==> src/rtl/instr_fetch_unit_if.sv <==
// Instruction-cache request/response bundle between the fetch unit (master) and the icache (slave).
interface instr_fetch_unit_if;
  logic        imemREN;
  logic [31:0] imemaddr;
  logic        ihit;
  logic [31:0] imemload;

  modport master (
    output imemREN,
    output imemaddr,
    input  ihit,
    input  imemload
  );

  modport slave (
    input  imemREN,
    input  imemaddr,
    output ihit,
    output imemload
  );
endinterface

==> src/rtl/instr_fetch_unit.sv <==
// Fetch stage: issues icache word reads, fills the IF/ID register and steers the PC.
// Define FETCH_STATS_EN to build the saturating fetch/stall/squash perf counters.
module instr_fetch_unit #(
  parameter int unsigned PC_INC = 4,
  parameter int unsigned STAT_W = 32
) (
  input  logic                 CLK,
  input  logic                 RST,
  input  logic [31:0]          pc_out,
  output logic [31:0]          pc_in,
  output logic                 pc_WEN,
  instr_fetch_unit_if.master   imem,
  input  logic                 stall,
  input  logic                 redirect,
  input  logic [31:0]          redirect_pc,
  input  logic                 halt,
  output logic                 ifid_valid,
  output logic [31:0]          ifid_instr,
  output logic [31:0]          ifid_npc,
  output logic [STAT_W-1:0]    fetch_cnt,
  output logic [STAT_W-1:0]    stall_cnt,
  output logic [STAT_W-1:0]    squash_cnt
);

  typedef enum logic [1:0] {StIdle, StFetch, StDrain, StHalted} state_e;

  state_e      state_q, state_d;
  logic [31:0] req_addr_q, req_addr_d;
  logic [31:0] tgt_q, tgt_d;
  logic        ifid_valid_q, ifid_valid_d;
  logic [31:0] ifid_instr_q, ifid_instr_d;
  logic [31:0] ifid_npc_q, ifid_npc_d;
  logic [31:0] seq_addr;
  logic        imem_ren;

  assign seq_addr = req_addr_q + 32'(PC_INC);

  always_comb begin
    state_d      = state_q;
    req_addr_d   = req_addr_q;
    tgt_d        = tgt_q;
    ifid_valid_d = ifid_valid_q;
    ifid_instr_d = ifid_instr_q;
    ifid_npc_d   = ifid_npc_q;
    imem_ren     = 1'b0;
    pc_WEN       = 1'b0;
    pc_in        = seq_addr;

    unique case (state_q)
      StIdle: begin
        req_addr_d = pc_out;
        state_d    = halt ? StHalted : StFetch;
      end

      StFetch: begin
        imem_ren = !(ifid_valid_q && stall);
        if (redirect) begin
          pc_WEN       = 1'b1;
          pc_in        = redirect_pc;
          ifid_valid_d = 1'b0;
          // An unanswered request must be drained before the target can be issued.
          if (imem_ren && !imem.ihit) begin
            tgt_d   = redirect_pc;
            state_d = StDrain;
          end else begin
            req_addr_d = redirect_pc;
          end
        end else if (halt) begin
          // Let the outstanding request finish, but never use its data.
          if (!imem_ren || imem.ihit) begin
            ifid_valid_d = 1'b0;
            state_d      = StHalted;
          end else if (!stall) begin
            ifid_valid_d = 1'b0;
          end
        end else if (imem_ren && imem.ihit) begin
          ifid_instr_d = imem.imemload;
          ifid_npc_d   = seq_addr;
          ifid_valid_d = 1'b1;
          pc_WEN       = 1'b1;
          req_addr_d   = seq_addr;
        end else if (!stall) begin
          ifid_valid_d = 1'b0;
        end
      end

      StDrain: begin
        imem_ren     = 1'b1;
        ifid_valid_d = 1'b0;
        if (redirect) begin
          pc_WEN = 1'b1;
          pc_in  = redirect_pc;
          tgt_d  = redirect_pc;
        end
        if (imem.ihit) begin
          req_addr_d = redirect ? redirect_pc : tgt_q;
          state_d    = halt ? StHalted : StFetch;
        end
      end

      StHalted: begin
        ifid_valid_d = 1'b0;
      end

      default: begin
        state_d = StIdle;
      end
    endcase
  end

  always_ff @(posedge CLK) begin
    if (RST) begin
      state_q      <= StIdle;
      req_addr_q   <= '0;
      tgt_q        <= '0;
      ifid_valid_q <= 1'b0;
      ifid_instr_q <= '0;
      ifid_npc_q   <= '0;
    end else begin
      state_q      <= state_d;
      req_addr_q   <= req_addr_d;
      tgt_q        <= tgt_d;
      ifid_valid_q <= ifid_valid_d;
      ifid_instr_q <= ifid_instr_d;
      ifid_npc_q   <= ifid_npc_d;
    end
  end

  assign imem.imemREN  = imem_ren;
  assign imem.imemaddr = req_addr_q;
  assign ifid_valid    = ifid_valid_q;
  assign ifid_instr    = ifid_instr_q;
  assign ifid_npc      = ifid_npc_q;

`ifdef FETCH_STATS_EN
  logic [STAT_W-1:0] fetch_cnt_q, stall_cnt_q, squash_cnt_q;
  logic              ev_fetch, ev_stall, ev_squash;

  // The only non-redirect PC write is an accepted hit.
  assign ev_fetch  = pc_WEN && !redirect;
  assign ev_squash = pc_WEN && redirect;
  assign ev_stall  = imem_ren && !imem.ihit;

  always_ff @(posedge CLK) begin
    if (RST) begin
      fetch_cnt_q  <= '0;
      stall_cnt_q  <= '0;
      squash_cnt_q <= '0;
    end else begin
      if (ev_fetch && (fetch_cnt_q != '1)) begin
        fetch_cnt_q <= fetch_cnt_q + STAT_W'(1);
      end
      if (ev_stall && (stall_cnt_q != '1)) begin
        stall_cnt_q <= stall_cnt_q + STAT_W'(1);
      end
      if (ev_squash && (squash_cnt_q != '1)) begin
        squash_cnt_q <= squash_cnt_q + STAT_W'(1);
      end
    end
  end

  assign fetch_cnt  = fetch_cnt_q;
  assign stall_cnt  = stall_cnt_q;
  assign squash_cnt = squash_cnt_q;
`else
  assign fetch_cnt  = '0;
  assign stall_cnt  = '0;
  assign squash_cnt = '0;
`endif

endmodule
==> src/flat_wrapper.sv <==
// flat-port wrapper written by rule: the top's interface ports become plain ports
module instr_fetch_unit_flat 
#(
  parameter int unsigned PC_INC = 4,
  parameter int unsigned STAT_W = 32
)
  (CLK, RST, pc_out, pc_in, pc_WEN, stall, redirect, redirect_pc, halt, ifid_valid, ifid_instr, ifid_npc, fetch_cnt, stall_cnt, squash_cnt, imem_imemREN, imem_imemaddr, imem_ihit, imem_imemload);
  instr_fetch_unit_if imem_i ();
  input  logic CLK;
  input  logic RST;
  input  logic [31:0] pc_out;
  output logic [31:0] pc_in;
  output logic pc_WEN;
  input  logic stall;
  input  logic redirect;
  input  logic [31:0] redirect_pc;
  input  logic halt;
  output logic ifid_valid;
  output logic [31:0] ifid_instr;
  output logic [31:0] ifid_npc;
  output logic [STAT_W-1:0] fetch_cnt;
  output logic [STAT_W-1:0] stall_cnt;
  output logic [STAT_W-1:0] squash_cnt;
  output wire logic [$bits(imem_i.imemREN)-1:0] imem_imemREN;
  output wire logic [$bits(imem_i.imemaddr)-1:0] imem_imemaddr;
  input wire logic [$bits(imem_i.ihit)-1:0] imem_ihit;
  input wire logic [$bits(imem_i.imemload)-1:0] imem_imemload;
  assign imem_imemREN = imem_i.imemREN;
  assign imem_imemaddr = imem_i.imemaddr;
  assign imem_i.ihit = imem_ihit;
  assign imem_i.imemload = imem_imemload;
  instr_fetch_unit #(.PC_INC(PC_INC), .STAT_W(STAT_W)) u_core (.CLK(CLK), .RST(RST), .pc_out(pc_out), .pc_in(pc_in), .pc_WEN(pc_WEN), .imem(imem_i), .stall(stall), .redirect(redirect), .redirect_pc(redirect_pc), .halt(halt), .ifid_valid(ifid_valid), .ifid_instr(ifid_instr), .ifid_npc(ifid_npc), .fetch_cnt(fetch_cnt), .stall_cnt(stall_cnt), .squash_cnt(squash_cnt));
endmodule
==> config.mk <==
export PLATFORM = sky130hd
export DESIGN_NAME = instr_fetch_unit_flat
export DESIGN_NICKNAME = d
export VERILOG_FILES = /design/src/rtl/instr_fetch_unit_if.sv /design/src/rtl/instr_fetch_unit.sv /design/src/flat_wrapper.sv
export SDC_FILE = /design/constraint.sdc
export NUM_CORES = 1
export LEC_CHECK = 0
export ABC_AREA = 1
export CORE_ASPECT_RATIO = 0.5
export CORE_UTILIZATION = 44
export CTS_CLUSTER_DIAMETER = 50
export DETAILED_ROUTE_END_ITERATION = 7
export PLACE_DENSITY = 0.79
export SYNTH_ARGS = -nofsm -noshare
export SYNTH_HDL_FRONTEND = slang
export SYNTH_SLANG_ARGS = --single-unit
==> constraint.sdc <==
create_clock -name CLK -period 2.25 [get_ports CLK]
set_input_delay 0.225 -clock CLK [delete_from_list [all_inputs] [get_ports CLK]]
set_output_delay 0.225 -clock CLK [all_outputs]
set_load 0.005 [all_outputs]
==> After elaboration in Yosys (flattened, before gate mapping) <==
Cells that the tools add are included.
{ "totals": {"in_bits": 102, "wordCells": 68, "ff_bits": 131} }
{ "op_classes": {"n_mux": 31, "eq_ne": 12, "n_reduce_logical": 16, "add_sub_neg": 1, "bitwise": 2} }
{ "op_table": {"columns": ["cell", "count"], "rows": [
  ["$mux W32", 10],
  ["$pmux W32 S3", 1],
  ["$pmux W32 S2", 1],
  ["$add A32 B3 Y32 const B", 1],
  ["$mux W2", 6],
  ["$reduce_and A5 Y1", 2],
  ["$mux W1", 9],
  ["$ne A3 B2 Y1 const B", 3],
  ["$ne A3 B3 Y1 const B", 3],
  ["$pmux W1 S2", 3],
  ["$pmux W2 S3", 1],
  ["$eq A2 B2 Y1 const B", 2],
  ["$ne A2 B2 Y1 const B", 2],
  ["$reduce_and A4 Y1", 1],
  ["$reduce_bool A2 Y1", 2],
  ["$reduce_or A2 Y1", 2],
  ["$logic_and A1 B1 Y1", 3],
  ["$reduce_and A3 Y1", 1],
  ["$reduce_bool A3 Y1", 1],
  ["$eq A2 B1 Y1 const B", 1],
  ["$logic_not A1 Y1", 2],
  ["$logic_not A2 Y1", 1],
  ["$ne A2 B1 Y1 const B", 1],
  ["$not A1 Y1", 2],
  ["$logic_or A1 B1 Y1", 1]
]} }

==> Logic depth before layout (Yosys ltp) <==
Gate-level depths: netlist of run 1.
{ "depth": {"ltp_word": 7, "ltp_mapped": 14, "mapped_depth_nobuf": 14} }

==> Worst setup path before layout of run 1 <==
No wires, ideal clock.
{ "synth_path": {"path_kind": "reg2out", "start": "reg u_core.state_q[0]", "end": "out imem_imemREN", "arrival_time_ns": 1.539, "path_buffers": 3, "slack_ns": 0.486, "stages_incl_launch_ff": 10, "required_time_ns": 2.025, "cell_sequence": "dfxtp_1 -> inv_1 -> ha_1 -> buf_2 -> clkinv_1 -> buf_2 -> buf_1 -> o21ai_0 -> nand2_1 -> inv_1"} }
{ "synth_via": {"elab_chain_len": 2} }
{ "synth_rtl": {"columns": ["item", "line_no", "source"], "rows": [
  ["from (decl)", "instr_fetch_unit.sv:27", "state_e state_q, state_d;"],
  ["from (signal assigned)", "instr_fetch_unit.sv:113", "state_q <= StIdle;"],
  ["from (signal assigned)", "instr_fetch_unit.sv:120", "state_q <= state_d;"],
  ["$eq A2 B2 Y1 or $eq A2 B1 Y1 (tied branches)", "instr_fetch_unit.sv:49", "unique case (state_q)"],
  ["$pmux W1 S2 (*)", "instr_fetch_unit.sv:49", null],
  ["to (decl)", "flat_wrapper.sv:24", "output wire logic [$bits(imem_i.imemREN)-1:0] imem_imemREN;"]
]} }
Every way passes the cells marked *; elsewhere a longest branch is shown, timed or not.

==> Worst setup path in the final report of run 1 <==
{ "layout_path": {"start": "reg u_core.req_addr_q[2], in the netlist u_core.imem.imemaddr[2]", "end": "out pc_in[30]"} }
{ "layout_via": {"elab_chain_len": 3} }
{ "layout_rtl": {"columns": ["item", "line_no", "source"], "rows": [
  ["from (decl)", "instr_fetch_unit.sv:28", "logic [31:0] req_addr_q, req_addr_d;"],
  ["from (signal assigned)", "instr_fetch_unit.sv:121", "req_addr_q <= req_addr_d;"],
  ["$add A32 B3 Y32 (*)", "instr_fetch_unit.sv:36", "assign seq_addr = req_addr_q + 32'(PC_INC);"],
  ["$mux W32", "instr_fetch_unit.sv:57, instr_fetch_unit.sv:90", null],
  ["$mux W32 (*)", null, null],
  ["to (decl)", "flat_wrapper.sv:12", "output logic [31:0] pc_in;"]
]} }
Marks and branches as above.

==> summary.txt, run 1 <==
Floorplan
  • IO Pins: 329
  • Die width: 194 um
  • Core ar.: 17,700 um^2
  • Die height: 98.0 um
  • Starting density of the core: 45.8%
  • Die area: 19,000 um^2
  • Num rows: 34

Logic synthesis
  • Ys Warns: 0
  • Post-synth EDFFs: 0
  • Synth Instances: 1,264
  • Most common cell in the synthesized netlist: nand2_1
  • Synth area leader: dfxtp_1
  • Most frequent cells after synthesis: 323 x nand2_1, 170 x nor2_1, 153 x o21ai_0
  • Synth Cell Area: 8110 um^2
  • Share of the synthesized area in the top cell type: 32.3%
  • Synthesis-stage register bit count: 131
  • Main synth FF type: dfxtp_1
  • Ys async rst share: 0%
  • Syn_area_per_cell: 6.42 um^2
  • Synth top area cells: dfxtp_1 32%, nand2_1 15%, o21ai_0 9.4%
  • Seq/Total Area, Yosys: 32.3%
  • Cell variety after synth: 34

Hold path
  • HP Class: in -> reg
  • WHS Path Cells: 3

Setup path
  • R2R Path Start: u_core.imem.imemaddr[2]
  • Worst flop-to-flop path endpoint: u_core.imem.imemaddr[10]
  • CP Depth: 12
  • Reg2reg setup slack: -0.09 ns
  • Crit-path cells: ha_4 > nand2_4 > nor2_4 > nand2_4 > buf_12 > nor2_4 > buf_4 > nand3_1 > nand2_2 > nor2_2 > a31oi_4 > buf_2
  • Crit start category: flip-flop
  • Crit path from: u_core.imem.imemaddr[2]
  • Delay-heaviest family, CP: simple AND/OR/NAND/NOR gates
  • FF-to-FF path depth: 17
  • Crit path DAT: 2.21 ns
  • Slowest-stage cell, CP: dfxtp_4
  • Worst setup EP type: primary output
  • WP buf/inv: 3
  • Required @ worst endpoint: 2.03 ns
  • Setup crit end: pc_in[30]
  • Crit path kind: reg -> out
  • CP peak stage delay: 0.38 ns
  • Max FO, Critical Path: 3

Finish
  • Storage cell area: 2660 um^2
  • Nets: 1,708
  • Fill cells: 1,402
  • Area grow syn2layout: 55.4%
  • Post-route cell area: 12,600 um^2
  • Ratio of cells with drive above 1 in the final layout: 25.0%
  • Core Util, Final: 71.2%
  • Non-Filler Instances: 1,848
  • N_diodes: 0
  • Area of the multi-input gates: 5120 um^2

Clock tree
  • CTS tree: built
  • Htree depth: 4
  • Clk Latency, worst-skew pair: 0.44 ns
  • Clock buffer depth: 2
  • Root buf cell: clkbuf_16
  • # hold bufs at CTS: 0
  • Num CTS Buffers: 17
  • TritonCTS sink count: 131
  • CTS clk-pin slew, worst paths: 0.07 ns

Routing
  • Via Count: 9,697
  • Pre-antenna DRT Iters: 7
  • Met2 WL: 14,900 um
  • Via-to-Cell Ratio: 5.25
  • DR top layer: met4
  • Antenna viol nets, final: 0
  • # DRC: 0
  • Final wirelength: 30,600 um
  • Met3 wire length: 2310 um
  • Met1 WL: 12,100 um
  • Violation count after the first detailed-routing iteration: 804
  • Drt wl/cell: 16.6 um

Timing
  • Max-slew violation count: 0
  • Final hold viol count: 0
  • Hold_ws: 0.374 ns
  • Setup ws final: -0.187 ns
  • Post-layout min period: 2.44 ns
  • Final setup fails: 25
  • RSZ-0062 raised after global routing: true
  • Slew headroom: 60.8%
  • Fin Clk Skew: 0.0162 ns
  • F_max: 410 MHz
  • Final period util: 108%
  • Worst-Margin Slew: 0.588 ns

Global routing
  • Overall routing resource usage: 30.6%
  • Total overflow reported by the global router: 0
  • Vias in the first global route: 9,105
  • First-pass GRT wire length: 46,300 um
  • Largest net degree at the start of global routing: 73
  • Initial antenna violation count: 0

Place
  • DP HPWL: 20,300 um
  • Number of port buffers: 232
  • Placed Cells: 1,761
  • Area of placed instances: 10,900 um^2
  • GPL Wtd Cong: 0.902

Pwr
  • Max VDD drop: 0.650 mV
  • P_leak: 5.67 nW
  • Power density cells: 876 nW/um^2

Outcome
  • Failing checks: negative setup slack
  • Outcome: complete, but fails checks

Job
  • Max-Cap Viols: 0
## metal layers
metal  global-route usage, %  up-vias
met5                       0        -
met4                    14.7        0
met3                    6.67       96
met2                    52.4      513
met1                    36.7     4527
li1                        -     4561
## worst min-delay path: cells and delay by family
kind,cells,cell delay (ns)
AND/OR/NAND/NOR,2,0.15
buffers and inverters,1,0.39
## power by group
part / total [W] / switching (W) / internal, W
logic: 0.00495 / 0.00266 / 0.00229
clock network: 0.00308 / 0.00128 / 0.00180
registers: 0.00302 / 0.000326 / 0.00270
## cell families after synthesis
group / after synthesis / synth area share, %
AND/OR/NAND/NOR: 564 / 28.6
other: 1 / 0.0462
flip-flops: 131 / 32.3
buffers and inverters: 240 / 16.4
AO/OA/AOI/OAI: 309 / 19.9
adder cells (fa/ha/maj): 5 / 0.771
XOR/XNOR: 14 / 1.97
## area by class of cell
cell class / count / area share (%)
multi-input combinational: 988 / 40.6
tap: 234 / 2.32
clock inverter: 15 / 1.69
clock buffer: 17 / 3.37
timing repair buffer: 394 / 28.8
inverter: 69 / 2.09
sequential: 131 / 21.1
## how the worst min path moves through the flow
stage / endpoint / startpoint
after CTS: u_core.ifid_instr[27] / imem_imemload[27]
after global placement: u_core.ifid_valid / u_core.ifid_valid
final: u_core.ifid_instr[27] / imem_imemload[27]
after detailed placement: u_core.ifid_valid / u_core.ifid_valid
after floorplan: u_core.ifid_instr[0] / imem_imemload[0]
after global routing: u_core.ifid_instr[27] / imem_imemload[27]
## stage by stage
step	total power [W]	setup WS [ns]	TNS, ns
CTS	0.0106	-0.194	-1.48
detailed placement	0.00737	-0.138	-0.978
global placement	0.00731	-0.115	-0.552
global route	0.0116	-0.252	-4.01
floorplan	0.00510	0.486	0
finish	0.0110	-0.187	-2.12
## layout by cell type (no fill, tap or decap), types with 5 or more instances in the layout
| cell type | instances |
|---|---|
| o21ai_2 | 10 |
| dfxtp_4 | 5 |
| xor2_4 | 10 |
| buf_2 | 24 |
| dfxtp_2 | 15 |
| nand2_2 | 41 |
| dfxtp_1 | 111 |
| buf_12 | 8 |
| or2_2 | 23 |
| nor2_2 | 18 |
| inv_1 | 57 |
| a31oi_2 | 5 |
| clkbuf_16 | 17 |
| o21ai_0 | 135 |
| o211ai_1 | 10 |
| nand3_2 | 7 |
| nor2_1 | 151 |
| buf_6 | 31 |
| inv_8 | 5 |
| nand2_1 | 280 |
| dlygate4sd2_1 | 6 |
| inv_2 | 9 |
| a31oi_1 | 22 |
| conb_1 | 96 |
| nand3_1 | 15 |
| a21oi_1 | 112 |
| nor2_4 | 14 |
| clkdlybuf4s50_1 | 199 |
| nand2_4 | 6 |
| buf_4 | 121 |
| o21ai_1 | 8 |
## state kept, by name, indices dropped and copies added, names as in the netlist
name and count:
u_core.imem.imemaddr 32, u_core.ifid_valid 1, u_core.tgt_q 32, u_core.ifid_npc 32, u_core.state_q 2, u_core.ifid_instr 32
## repair_timing
item	in CTS	in global routing
buffers inserted	46	15
setup endpoints to repair	34	33
endpoints found under the hold margin	0	0
resized for setup	238	93
gates cloned	0	0
pin swaps	54	59
No activity file was read; power rests on OpenSTA's default activity.
==> inputs of run 2 (changes only) <==
Settings changed: HOLD_SLACK_MARGIN set to 0.05.
==> results of run 2 <==
No change in the layout: final DEF, timing and power equal those of run 1.
==> inputs of run 3 (changes only) <==
Settings changed: CORE_UTILIZATION 44 to 45, CTS_BUF_LIST set to sky130_fd_sc_hd__clkbuf_8, PLACE_DENSITY 0.79 to 0.81.
==> run 3 against run 2 <==
Combinational power rose by 2%. Maximum frequency fell by 1.7%. Design area fell by 0.98%. Clock power fell by 30%. Sequential cell count did not move. Total power fell by 7.1%. Worst setup slack got worse by 0.041 ns. Largest power group unchanged. First-iteration DRC count rose by 11%. Clock skew rose by 0.0017 ns. Count of clock-buffer cells in the layout rose by 1. The flow still finishes with violations (negative setup slack).
==> summary.txt, run 3 (same netlist as run 1, synthesis figures left out) <==
Hold path
  • HP Class: in -> reg (unchanged)

Timing
  • Final hold viol count: 0 (unchanged)
  • Final setup fails: 23 (was 25)
  • Fin Clk Skew: 0.0179 ns (was 0.0162 ns)
  • Final period util: 110% (was 108%)
  • Max-slew violation count: 0 (unchanged)
  • Setup ws final: -0.228 ns (was -0.187 ns)
  • Post-layout min period: 2.48 ns (was 2.44 ns)
  • F_max: 404 MHz (was 410 MHz)
  • RSZ-0062 raised after global routing: true (unchanged)
  • Hold_ws: 0.337 ns (was 0.374 ns)
  • Setup tns final: -2.50 ns (was -2.12 ns)

Floorplan
  • Die area: 18,600 um^2 (was 19,000 um^2)
  • Num rows: 34 (unchanged)
  • Die width: 192 um (was 194 um)
  • Starting density of the core: 46.4% (was 45.8%)
  • IO Pins: 329 (unchanged)
  • Core ar.: 17,500 um^2 (was 17,700 um^2)
  • Die height: 96.9 um (was 98.0 um)

Setup path
  • Reg2reg setup slack: -0.02 ns (was -0.09 ns)
  • Crit-path cells: buf_6 > nand2_2 > nor2_4 > nand2_4 > nor2_4 > buf_6 > buf_6 > nand3b_1 > nand2_2 > nand2_2 > a31oi_4 > buf_2 (was ha_4 > nand2_4 > nor2_4 > nand2_4 > buf_12 > nor2_4 > buf_4 > nand3_1 > nand2_2 > nor2_2 > a31oi_4 > buf_2)
  • Crit start category: flip-flop (unchanged)
  • Max FO, Critical Path: 4 (was 3)
  • Delay-heaviest family, CP: simple AND/OR/NAND/NOR gates (unchanged)
  • CP peak stage delay: 0.39 ns (was 0.38 ns)
  • WP buf/inv: 4 (was 3)
  • Worst setup EP type: primary output (unchanged)
  • Crit path DAT: 2.25 ns (was 2.21 ns)
  • Required @ worst endpoint: 2.03 ns (about the same)
  • Crit path kind: reg -> out (unchanged)
  • Slowest-stage cell, CP: dfxtp_4 (unchanged)

Clock tree
  • Clock buffer depth: 2 (unchanged)
  • Root buf cell: clkbuf_8 (was clkbuf_16)
  • CTS clk-pin slew, worst paths: 0.10 ns (was 0.07 ns)
  • Htree depth: 4 (unchanged)
  • CTS tree: built (unchanged)
  • Num CTS Buffers: 17 (unchanged)
  • TritonCTS sink count: 131 (unchanged)
  • Clk Latency, worst-skew pair: 0.47 ns (was 0.44 ns)

Place
  • Placed Cells: 1,761 (unchanged)
  • DP HPWL: 20,300 um (about the same)
  • Number of port buffers: 232 (unchanged)
  • GPL Wtd Cong: 0.933 (was 0.902)
  • Pre-CTS setup slack: -0.0929 ns (was -0.138 ns)

Finish
  • Nets: 1,719 (was 1,708)
  • Non-Filler Instances: 1,859 (was 1,848)
  • Ratio of cells with drive above 1 in the final layout: 25.4% (was 25.0%)
  • Most frequent cells in the layout: 285 x nand2_1, 198 x clkdlybuf4s50_1, 150 x nor2_1 (was 280 x nand2_1, 199 x clkdlybuf4s50_1, 151 x nor2_1)
  • Commonest non-fill, non-tap cell in the layout: nand2_1 (unchanged)
  • N_diodes: 0 (unchanged)
  • Area grow syn2layout: 53.9% (was 55.4%)

Routing
  • Violation count after the first detailed-routing iteration: 896 (was 804)
  • Pre-antenna DRT Iters: 8 (was 7)
  • Antenna viol nets, final: 0 (unchanged)
  • Final wirelength: 30,400 um (was 30,600 um)
  • # DRC: 0 (unchanged)
  • Via-to-Cell Ratio: 5.32 (was 5.25)
  • Drt wl/cell: 16.4 um (was 16.6 um)
  • Via Count: 9,898 (was 9,697)

Global routing
  • Overall routing resource usage: 30.4% (was 30.6%)
  • Vias in the first global route: 8,961 (was 9,105)
  • First-pass GRT wire length: 44,800 um (was 46,300 um)
  • Largest net degree at the start of global routing: 57 (was 73)
  • Total overflow reported by the global router: 0 (unchanged)
  • Initial antenna violation count: 0 (unchanged)

Outcome
  • Outcome: complete, but fails checks (unchanged)
  • Failing checks: negative setup slack (unchanged)

Pwr
  • Power density cells: 822 nW/um^2 (was 876 nW/um^2)
  • Max VDD drop: 0.432 mV (was 0.650 mV)
  • P_leak: 5.66 nW (was 5.67 nW)

Job
  • Max-Cap Viols: 0 (unchanged)
==> run 3: changes by cell type in the layout (fill, tap and decap cells not counted), moves of 4 or more <==
cell,before,now
nor2_4,14,20
nor2_2,18,13
nand2_1,280,285
nand2_2,41,36
clkbuf_16,17,0
clkbuf_8,0,18
buf_6,31,16
dfxtp_1,111,107
buf_12,8,13
buf_4,121,143
o21ai_2,10,15
==> run 3: power by group <==
part	switching, W	leakage [nW]	internal [W]	total, W
combinational	0.00269	4.38	0.00238	0.00507
clock	0.00112	0.201	0.00105	0.00217
sequential	0.000328	1.08	0.00270	0.00303
==> run 3: area by class of cell <==
| type | instances | area (um^2) |
|---|---|---|
| Multi-Input combinational cell | 988 | 5130 |
| Fill cell | 1391 | 5000 |
| Timing Repair Buffer | 405 | 3710 |
| Sequential cell | 131 | 2670 |
| Tap cell | 234 | 293 |
| Inverter | 69 | 264 |
| Clock buffer | 18 | 248 |
| Clock inverter | 14 | 166 |
==> run 3: worst reg2reg max path: stages, from the launching register on <==
cell and delay (ns):
dfxtp_4 0.39, buf_6 0.10, nand2_2 0.06, nor2_4 0.15
nand2_2 0.10, nor2_4 0.12, buf_6 0.13, nand3_2 0.10
nand3_2 0.09, nand2_2 0.06, buf_4 0.13, buf_4 0.12
buf_4 0.12, buf_4 0.12, buf_4 0.12, nand2_1 0.04
nand2_1 0.05, nand2_1 0.09, a21oi_1 0.06
==> run 3: stage by stage <==
stage	area [um^2]	util (%)	power, W
final	12500	71.4	0.0103
after global routing	12500	71.4	0.0107
after CTS	12100	69.0	0.00982
after detailed placement	11000	62.7	0.00745
after global placement	11000	62.7	0.00737
after floorplan	8470	-	0.00510
==> run 3: path summary, 6_finish.rpt <==
path / start / end / cells after the start
worst max-delay path: u_core.imem.imemaddr[3] / pc_in[25] / 12
worst min-delay path: imem_imemload[5] / u_core.ifid_instr[5] / 3
worst max register to register: u_core.imem.imemaddr[3] / u_core.imem.imemaddr[23] / 18
worst min register to register: u_core.ifid_valid / u_core.ifid_valid / 2
==> run 3: timing repair <==
item / 4_1_cts / 5_1_grt
pin swaps: 62 / 62
hold buffers: 0 / 0
buffers inserted: 47 / 22
endpoints found under the setup margin: 34 / 31
resized for setup: 229 / 99
==> run 3: metal layers <==
layer	routed length, um	global-route usage (%)	share of wire (%)	vias up
li1	-	-	-	4589
met1	11800	37.2	39	4614
met2	14800	51.7	49	578
met3	2510	5.84	8.3	117
met4	1290	13.8	4.3	0
met5	0	0	0	-
